$ cat config.mk
export PLATFORM = sky130hd
export DESIGN_NAME = fp_add_arbiter
export DESIGN_NICKNAME = d
export VERILOG_FILES = /design/src/rtl/fp_add_pkg.sv /design/src/rtl/rsp_fifo.sv /design/src/rtl/fp_add_arbiter.sv
export SDC_FILE = /design/constraint.sdc
export NUM_CORES = 1
export LEC_CHECK = 0
export ABC_AREA = 1
export ABC_CLOCK_PERIOD_IN_PS = 4140
export CAP_MARGIN = 40
export CORE_MARGIN = 2
export CORE_UTILIZATION = 55
export DETAILED_ROUTE_END_ITERATION = 8
export PLACE_DENSITY = 0.84
export SYNTH_ARGS = -nofsm -noshare
export SYNTH_HDL_FRONTEND = slang
export SYNTH_HIERARCHICAL = 1
export SYNTH_SLANG_ARGS = --single-unit
$ cat constraint.sdc
create_clock -name clk -period 4.14 [get_ports clk]
set_clock_uncertainty 0.15 [all_clocks]
set_input_delay 0.828 -clock clk [delete_from_list [all_inputs] [get_ports clk]]
set_output_delay 0.828 -clock clk [all_outputs]
set_load 0.03 [all_outputs]
$ cat src/rtl/fp_add_pkg.sv
// rtl/fp_add_pkg.sv - shared constants, types and helpers for the shared-adder arbiter
package fp_add_pkg;

  localparam int LAT    = 5;
  localparam int DEPTH  = 8;
  localparam int CRED_W = 4;
  localparam int RSP_W  = 42;

  typedef enum logic {
    REQ0 = 1'b0,
    REQ1 = 1'b1
  } req_id_e;

  typedef struct packed {
    logic [31:0] sum;
    logic        cout;
    logic        sign;
    logic [7:0]  exp;
  } rsp_t;

  typedef struct packed {
    logic    vld;
    req_id_e id;
  } tag_t;

  // A simultaneous take and give leaves the credit count where it was.
  function automatic logic [CRED_W-1:0] cred_next(input logic [CRED_W-1:0] cred,
                                                  input logic take,
                                                  input logic give);
    logic [CRED_W-1:0] r;
    r = cred;
    if (take && !give) begin
      r = cred - CRED_W'(1);
    end else if (give && !take) begin
      r = cred + CRED_W'(1);
    end
    return r;
  endfunction

endpackage

$ cat src/rtl/rsp_fifo.sv
// rtl/rsp_fifo.sv - first-word fall-through result FIFO with synchronous clear
module rsp_fifo
  import fp_add_pkg::*;
#(
  parameter int N = DEPTH,
  parameter int W = RSP_W
) (
  input  logic         clk,
  input  logic         clear,
  input  logic         push,
  input  logic [W-1:0] push_data,
  input  logic         pop,
  output logic         valid,
  output logic [W-1:0] data
);

  localparam int AW = (N > 1) ? $clog2(N) : 1;
  localparam int CW = $clog2(N + 1);

  logic [W-1:0]  mem [N];
  logic [AW-1:0] wr_ptr;
  logic [AW-1:0] rd_ptr;
  logic [CW-1:0] count;
  logic          do_pop;

  assign valid  = (count != '0);
  assign do_pop = pop && valid;
  // Output is forced to zero while empty so nothing stale leaks out after clear.
  assign data   = valid ? mem[rd_ptr] : '0;

  always_ff @(posedge clk) begin
    if (clear) begin
      wr_ptr <= '0;
      rd_ptr <= '0;
      count  <= '0;
    end else begin
      if (push) begin
        wr_ptr <= (wr_ptr == AW'(N - 1)) ? '0 : wr_ptr + AW'(1);
      end
      if (do_pop) begin
        rd_ptr <= (rd_ptr == AW'(N - 1)) ? '0 : rd_ptr + AW'(1);
      end
      if (push && !do_pop) begin
        count <= count + CW'(1);
      end else if (do_pop && !push) begin
        count <= count - CW'(1);
      end
    end
  end

  always_ff @(posedge clk) begin
    if (push) begin
      mem[wr_ptr] <= push_data;
    end
  end

endmodule

$ cat src/rtl/fp_add_arbiter.sv
// rtl/fp_add_arbiter.sv - round-robin, credit-gated sharing of one pipelined adder by two requesters
module fp_add_arbiter
  import fp_add_pkg::*;
(
  input  logic        clk,
  input  logic        clear,

  input  logic        r0_valid,
  output logic        r0_ready,
  input  logic [31:0] r0_a,
  input  logic [31:0] r0_b,
  input  logic        r0_cin,
  input  logic        r0_sign,
  input  logic [7:0]  r0_exp,

  input  logic        r1_valid,
  output logic        r1_ready,
  input  logic [31:0] r1_a,
  input  logic [31:0] r1_b,
  input  logic        r1_cin,
  input  logic        r1_sign,
  input  logic [7:0]  r1_exp,

  output logic [31:0] add_a,
  output logic [31:0] add_b,
  output logic        add_cin,
  output logic        add_s,
  output logic [7:0]  add_e,
  output logic [31:0] add_n1,
  output logic [31:0] add_n2,
  input  logic [31:0] add_sum,
  input  logic        add_cout,
  input  logic        add_S,
  input  logic [7:0]  add_E,

  output logic        q0_valid,
  input  logic        q0_ready,
  output logic [31:0] q0_sum,
  output logic        q0_cout,
  output logic        q0_sign,
  output logic [7:0]  q0_exp,

  output logic        q1_valid,
  input  logic        q1_ready,
  output logic [31:0] q1_sum,
  output logic        q1_cout,
  output logic        q1_sign,
  output logic [7:0]  q1_exp
);

  logic [CRED_W-1:0] cred0;
  logic [CRED_W-1:0] cred1;
  req_id_e           last;
  tag_t              tag_pipe [LAT];

  logic    elig0, elig1;
  logic    grant0, grant1;
  logic    issue;
  req_id_e grant_id;
  logic    pop0, pop1;
  logic    push0, push1;
  tag_t    ret_tag;
  rsp_t    rsp_in;
  rsp_t    rsp0, rsp1;

  // Arbitration: a requester needs a credit, i.e. a reserved FIFO slot for its result.
  always_comb begin
    elig0  = r0_valid && (cred0 != '0);
    elig1  = r1_valid && (cred1 != '0);
    grant0 = !clear && elig0 && (!elig1 || (last == REQ1));
    grant1 = !clear && elig1 && (!elig0 || (last == REQ0));
  end

  assign r0_ready = grant0;
  assign r1_ready = grant1;
  assign issue    = grant0 || grant1;
  assign grant_id = grant1 ? REQ1 : REQ0;

  always_comb begin
    add_a   = '0;
    add_b   = '0;
    add_cin = 1'b0;
    add_s   = 1'b0;
    add_e   = '0;
    if (grant0) begin
      add_a   = r0_a;
      add_b   = r0_b;
      add_cin = r0_cin;
      add_s   = r0_sign;
      add_e   = r0_exp;
    end else if (grant1) begin
      add_a   = r1_a;
      add_b   = r1_b;
      add_cin = r1_cin;
      add_s   = r1_sign;
      add_e   = r1_exp;
    end
  end

  assign add_n1 = '0;
  assign add_n2 = '0;

  assign pop0 = q0_valid && q0_ready;
  assign pop1 = q1_valid && q1_ready;

  // The tag pipe mirrors the adder depth; its last stage labels the sum now on add_sum.
  always_ff @(posedge clk) begin
    if (clear) begin
      cred0 <= CRED_W'(DEPTH);
      cred1 <= CRED_W'(DEPTH);
      last  <= REQ1;
      for (int i = 0; i < LAT; i++) begin
        tag_pipe[i] <= '0;
      end
    end else begin
      cred0 <= cred_next(cred0, grant0, pop0);
      cred1 <= cred_next(cred1, grant1, pop1);
      if (issue) begin
        last <= grant_id;
      end
      tag_pipe[0] <= '{vld: issue, id: grant_id};
      for (int i = 1; i < LAT; i++) begin
        tag_pipe[i] <= tag_pipe[i-1];
      end
    end
  end

  assign ret_tag = tag_pipe[LAT-1];
  assign push0   = ret_tag.vld && (ret_tag.id == REQ0);
  assign push1   = ret_tag.vld && (ret_tag.id == REQ1);
  assign rsp_in  = '{sum: add_sum, cout: add_cout, sign: add_S, exp: add_E};

  rsp_fifo #(
    .N (DEPTH),
    .W (RSP_W)
  ) u_fifo0 (
    .clk       (clk),
    .clear     (clear),
    .push      (push0),
    .push_data (rsp_in),
    .pop       (q0_ready),
    .valid     (q0_valid),
    .data      (rsp0)
  );

  rsp_fifo #(
    .N (DEPTH),
    .W (RSP_W)
  ) u_fifo1 (
    .clk       (clk),
    .clear     (clear),
    .push      (push1),
    .push_data (rsp_in),
    .pop       (q1_ready),
    .valid     (q1_valid),
    .data      (rsp1)
  );

  assign q0_sum  = rsp0.sum;
  assign q0_cout = rsp0.cout;
  assign q0_sign = rsp0.sign;
  assign q0_exp  = rsp0.exp;
  assign q1_sum  = rsp1.sum;
  assign q1_cout = rsp1.cout;
  assign q1_sign = rsp1.sign;
  assign q1_exp  = rsp1.exp;

endmodule

==> impl_metrics.py <==
metrics = {
    "worst_hold_path": {
        "hold_class": "flop to flop",
        "hp-start": "tag_pipe[0][6]",
    },
    "setup_path": {
        "critPathLaunchType": "flop",
        "worstPathMaxFanout": 28,
        "worstSetupEndpointType": "primary output",
        "critical_path_required_ns": 3.16,
        "critPathKind": "flop to primary output",
        "rr_endpoint": "u_fifo1/count[3]",
        "reg2reg_depth": 11,
        "r2r_slack_ns": 1.22,
        "worstPathArrival_ns": 3.01,
        "critPathCapture": "q0_exp[0]",
        "reg2reg_from": "u_fifo1/count[1]",
    },
    "synthesis": {
        "ys_ff_latch": 717,
        "ys_warn_count": 6,
        "ys_types": 29,
        "synth_top_area_frac": 0.623,
        "synthesis.instances": 3362,
        "syn-cell-area_um2": 32400,
        "yosys-top-cells-count": "nand2_1, edfxtp_1, inv_1, nand3_1, nor2_1",
        "synth-async-reset-ratio": 0,
        "yosysTopAreaCell": "edfxtp_1",
        "synth_edf_count": 672,
        "yosysMostFrequentCell": "nand2_1",
        "synth_area_leaders": "edfxtp_1, nand2_1, inv_1",
        "ys_seq_area_frac": 0.651,
        "synth.avg_cell_area_um2": 9.63,
        "synth_top_flop_cell": "edfxtp_1",
    },
    "die": {
        "dieWidth_um": 247,
        "start_util": 0.559,
        "die_area_um2": 60800,
        "die_y_um": 247,
        "design.core.area_um2": 57900,
        "num_rows": 88,
        "ios": 422,
    },
    "timing": {
        "fmax_mhz": 251,
        "setup_viol": 0,
        "fin_crit_sh": 0.964,
        "period_minus_slack_ns": 3.99,
        "rsz0062_at_grt": "false",
        "relSlewSlack": 0.280,
        "hold_viol": 0,
        "worstMarginPinSlew_ns": 1.08,
        "finalMaxSlewViolations": 0,
        "fin_setup_tns_ns": 0,
    },
    "routing": {
        "via_count": 24000,
        "drc": 0,
        "drtPass1Iterations": 5,
        "drtAntennaViolNets": 0,
        "wl_per_cell_um": 19.7,
        "viasPerCell": 5.31,
        "wl_mm": 88.7,
        "drt_iter0_markers": 2411,
    },
    "finish": {
        "drive_gt1_frac": 0.0857,
        "antenna_cells": 0,
        "fin_nets": 3907,
        "area_growth_pct": 20.8,
        "layout.cells.non_filler": 4510,
    },
    "clock_network": {
        "h-tree-depth": 3,
        "clk_path_buf_depth": 3,
        "post_cts_buffers": 0,
        "clk_pin_slew_worst_paths_ns": 0.06,
        "cts_tree": "yes",
        "cts_buffers": 72,
        "cts_num_sinks": 717,
        "cts_hold_buf": 0,
        "clock_latency_ns": 0.60,
        "cts-root-buf": "clkbuf_16",
    },
    "placement": {
        "dp_cells": 4380,
        "io_buffers": 357,
        "place_hpwl_mm": 54.1,
        "gp_congestion": 0.882,
    },
    "global_route": {
        "grt_max_degree": 169,
        "antenna_found_initial": 4,
        "grt_pass1_vias": 23200,
        "grt_pass1_wl_mm": 132,
        "overflow": 0,
        "gr-usage-all-layers": 0.288,
    },
    "job": {
        "maxCapViolations": 0,
    },
    "power": {
        "leakagePower_uw": 0.0169,
        "p_per_area_nw_per_um2": 554,
        "irDropWorstVdd_v": 0.000472,
    },
    "outcome": {
        "outcome": "completed",
    },
}
==> report_power, final <==
part / total [µW] / internal (µW) / switching [µW]
Clock: 6370 / 3690 / 2680
Combinational: 7160 / 2520 / 4640
Sequential: 8140 / 8020 / 116
==> placed cells by master, fill, tap and decap left out, types with 7 or more instances in the layout <==
cell / n
inv_1: 388
ha_1: 20
nor2_4: 16
clkbuf_1: 17
buf_12: 72
a21oi_1: 23
edfxtp_1: 672
clkbuf_16: 74
dfxtp_1: 39
clkinv_2: 7
nand2_2: 20
nand2_1: 1440
nor2_1: 207
buf_4: 100
clkinv_1: 19
conb_1: 64
clkdlybuf4s50_1: 237
nand3_1: 270
o21ai_0: 14
==> worst max-delay path: stages (launching register included) <==
cell             delay (ns)
dfxtp_4                0.58
buf_4                  0.41
nand3_1                0.12
nand3_1                0.10
nand2_1                0.07
nor2_1                 0.37
clkdlybuf4s50_1        0.77
==> worst min-delay path by stage <==
stage	to	slack, ns	depth (start not counted)
6_report	tag_pipe[0][8]	0.25	2
5_1_grt	tag_pipe[0][8]	0.28	2
4_1_cts	tag_pipe[0][8]	0.26	2
3_5_place_dp	tag_pipe[0][6]	0.25	2
3_3_place_gp	tag_pipe[0][5]	0.24	2
2_1_floorplan	tag_pipe[0][2]	0.24	2
==> area by class of cell <==
type	instances	area, µm²
timing repair buffer	410	4590
tap	765	957
clock inverter	37	338
sequential	717	21100
inverter	394	1490
clock buffer	93	1940
multi-input combinational	2094	8700
fill	3989	18800
==> sequential cells by signal (all words and copies together) (netlist names), named ones only <==
signal / cells
u_fifo1/count: 4
u_fifo1/mem: 336
tag_pipe: 10
u_fifo0/mem: 336
cred0: 4
u_fifo0/rd_ptr: 3
u_fifo0/wr_ptr: 3
u_fifo1/wr_ptr: 3
u_fifo1/rd_ptr: 3
u_fifo0/count: 4
last: 1
cred1: 4
==> cell families (layout without fill, tap and decap cells) <==
logic type,Yosys count,in the layout,share of synthesized area
buffers and inverters,614,934,0.0918
xor gates and xnor gates,8,8,0.00216
AOI/OAI and AO/OA,40,40,0.00641
adders and majority gates,22,22,0.00896
and+or+nand+nor,1960,1960,0.240
other,1,64,0.000116
DFF,717,717,0.651
==> timing repair <==
action,CTS,global route
endpoints found under the setup margin,0,2
gates resized for setup,0,2
hold endpoints to repair,0,0
==> layer usage <==
| layer | GRT usage | share of wire |
|---|---|---|
| met2 | 0.493 | 0.50 |
| met5 | 0 | 0.00064 |
| met4 | 0.147 | 0.050 |
| met1 | 0.350 | 0.36 |
| met3 | 0.0531 | 0.092 |
==> through the flow <==
| stage | utilization | cell area [µm²] | setup slack, ns | hold slack (ns) | total power [µW] |
|---|---|---|---|---|---|
| 2_1_floorplan | - | 32600 | 1.05 | 0.238 | 12600 |
| 3_3_place_gp | 0.635 | 36800 | 0.646 | 0.240 | 15200 |
| 3_5_place_dp | 0.636 | 36800 | 0.608 | 0.248 | 15300 |
| 4_1_cts | 0.675 | 39100 | 0.107 | 0.258 | 21700 |
| 5_1_grt | 0.675 | 39100 | 0.0695 | 0.279 | 22500 |
| 6_report | 0.675 | 39100 | 0.149 | 0.254 | 21700 |
No activity file was read; power rests on OpenSTA's default activity.
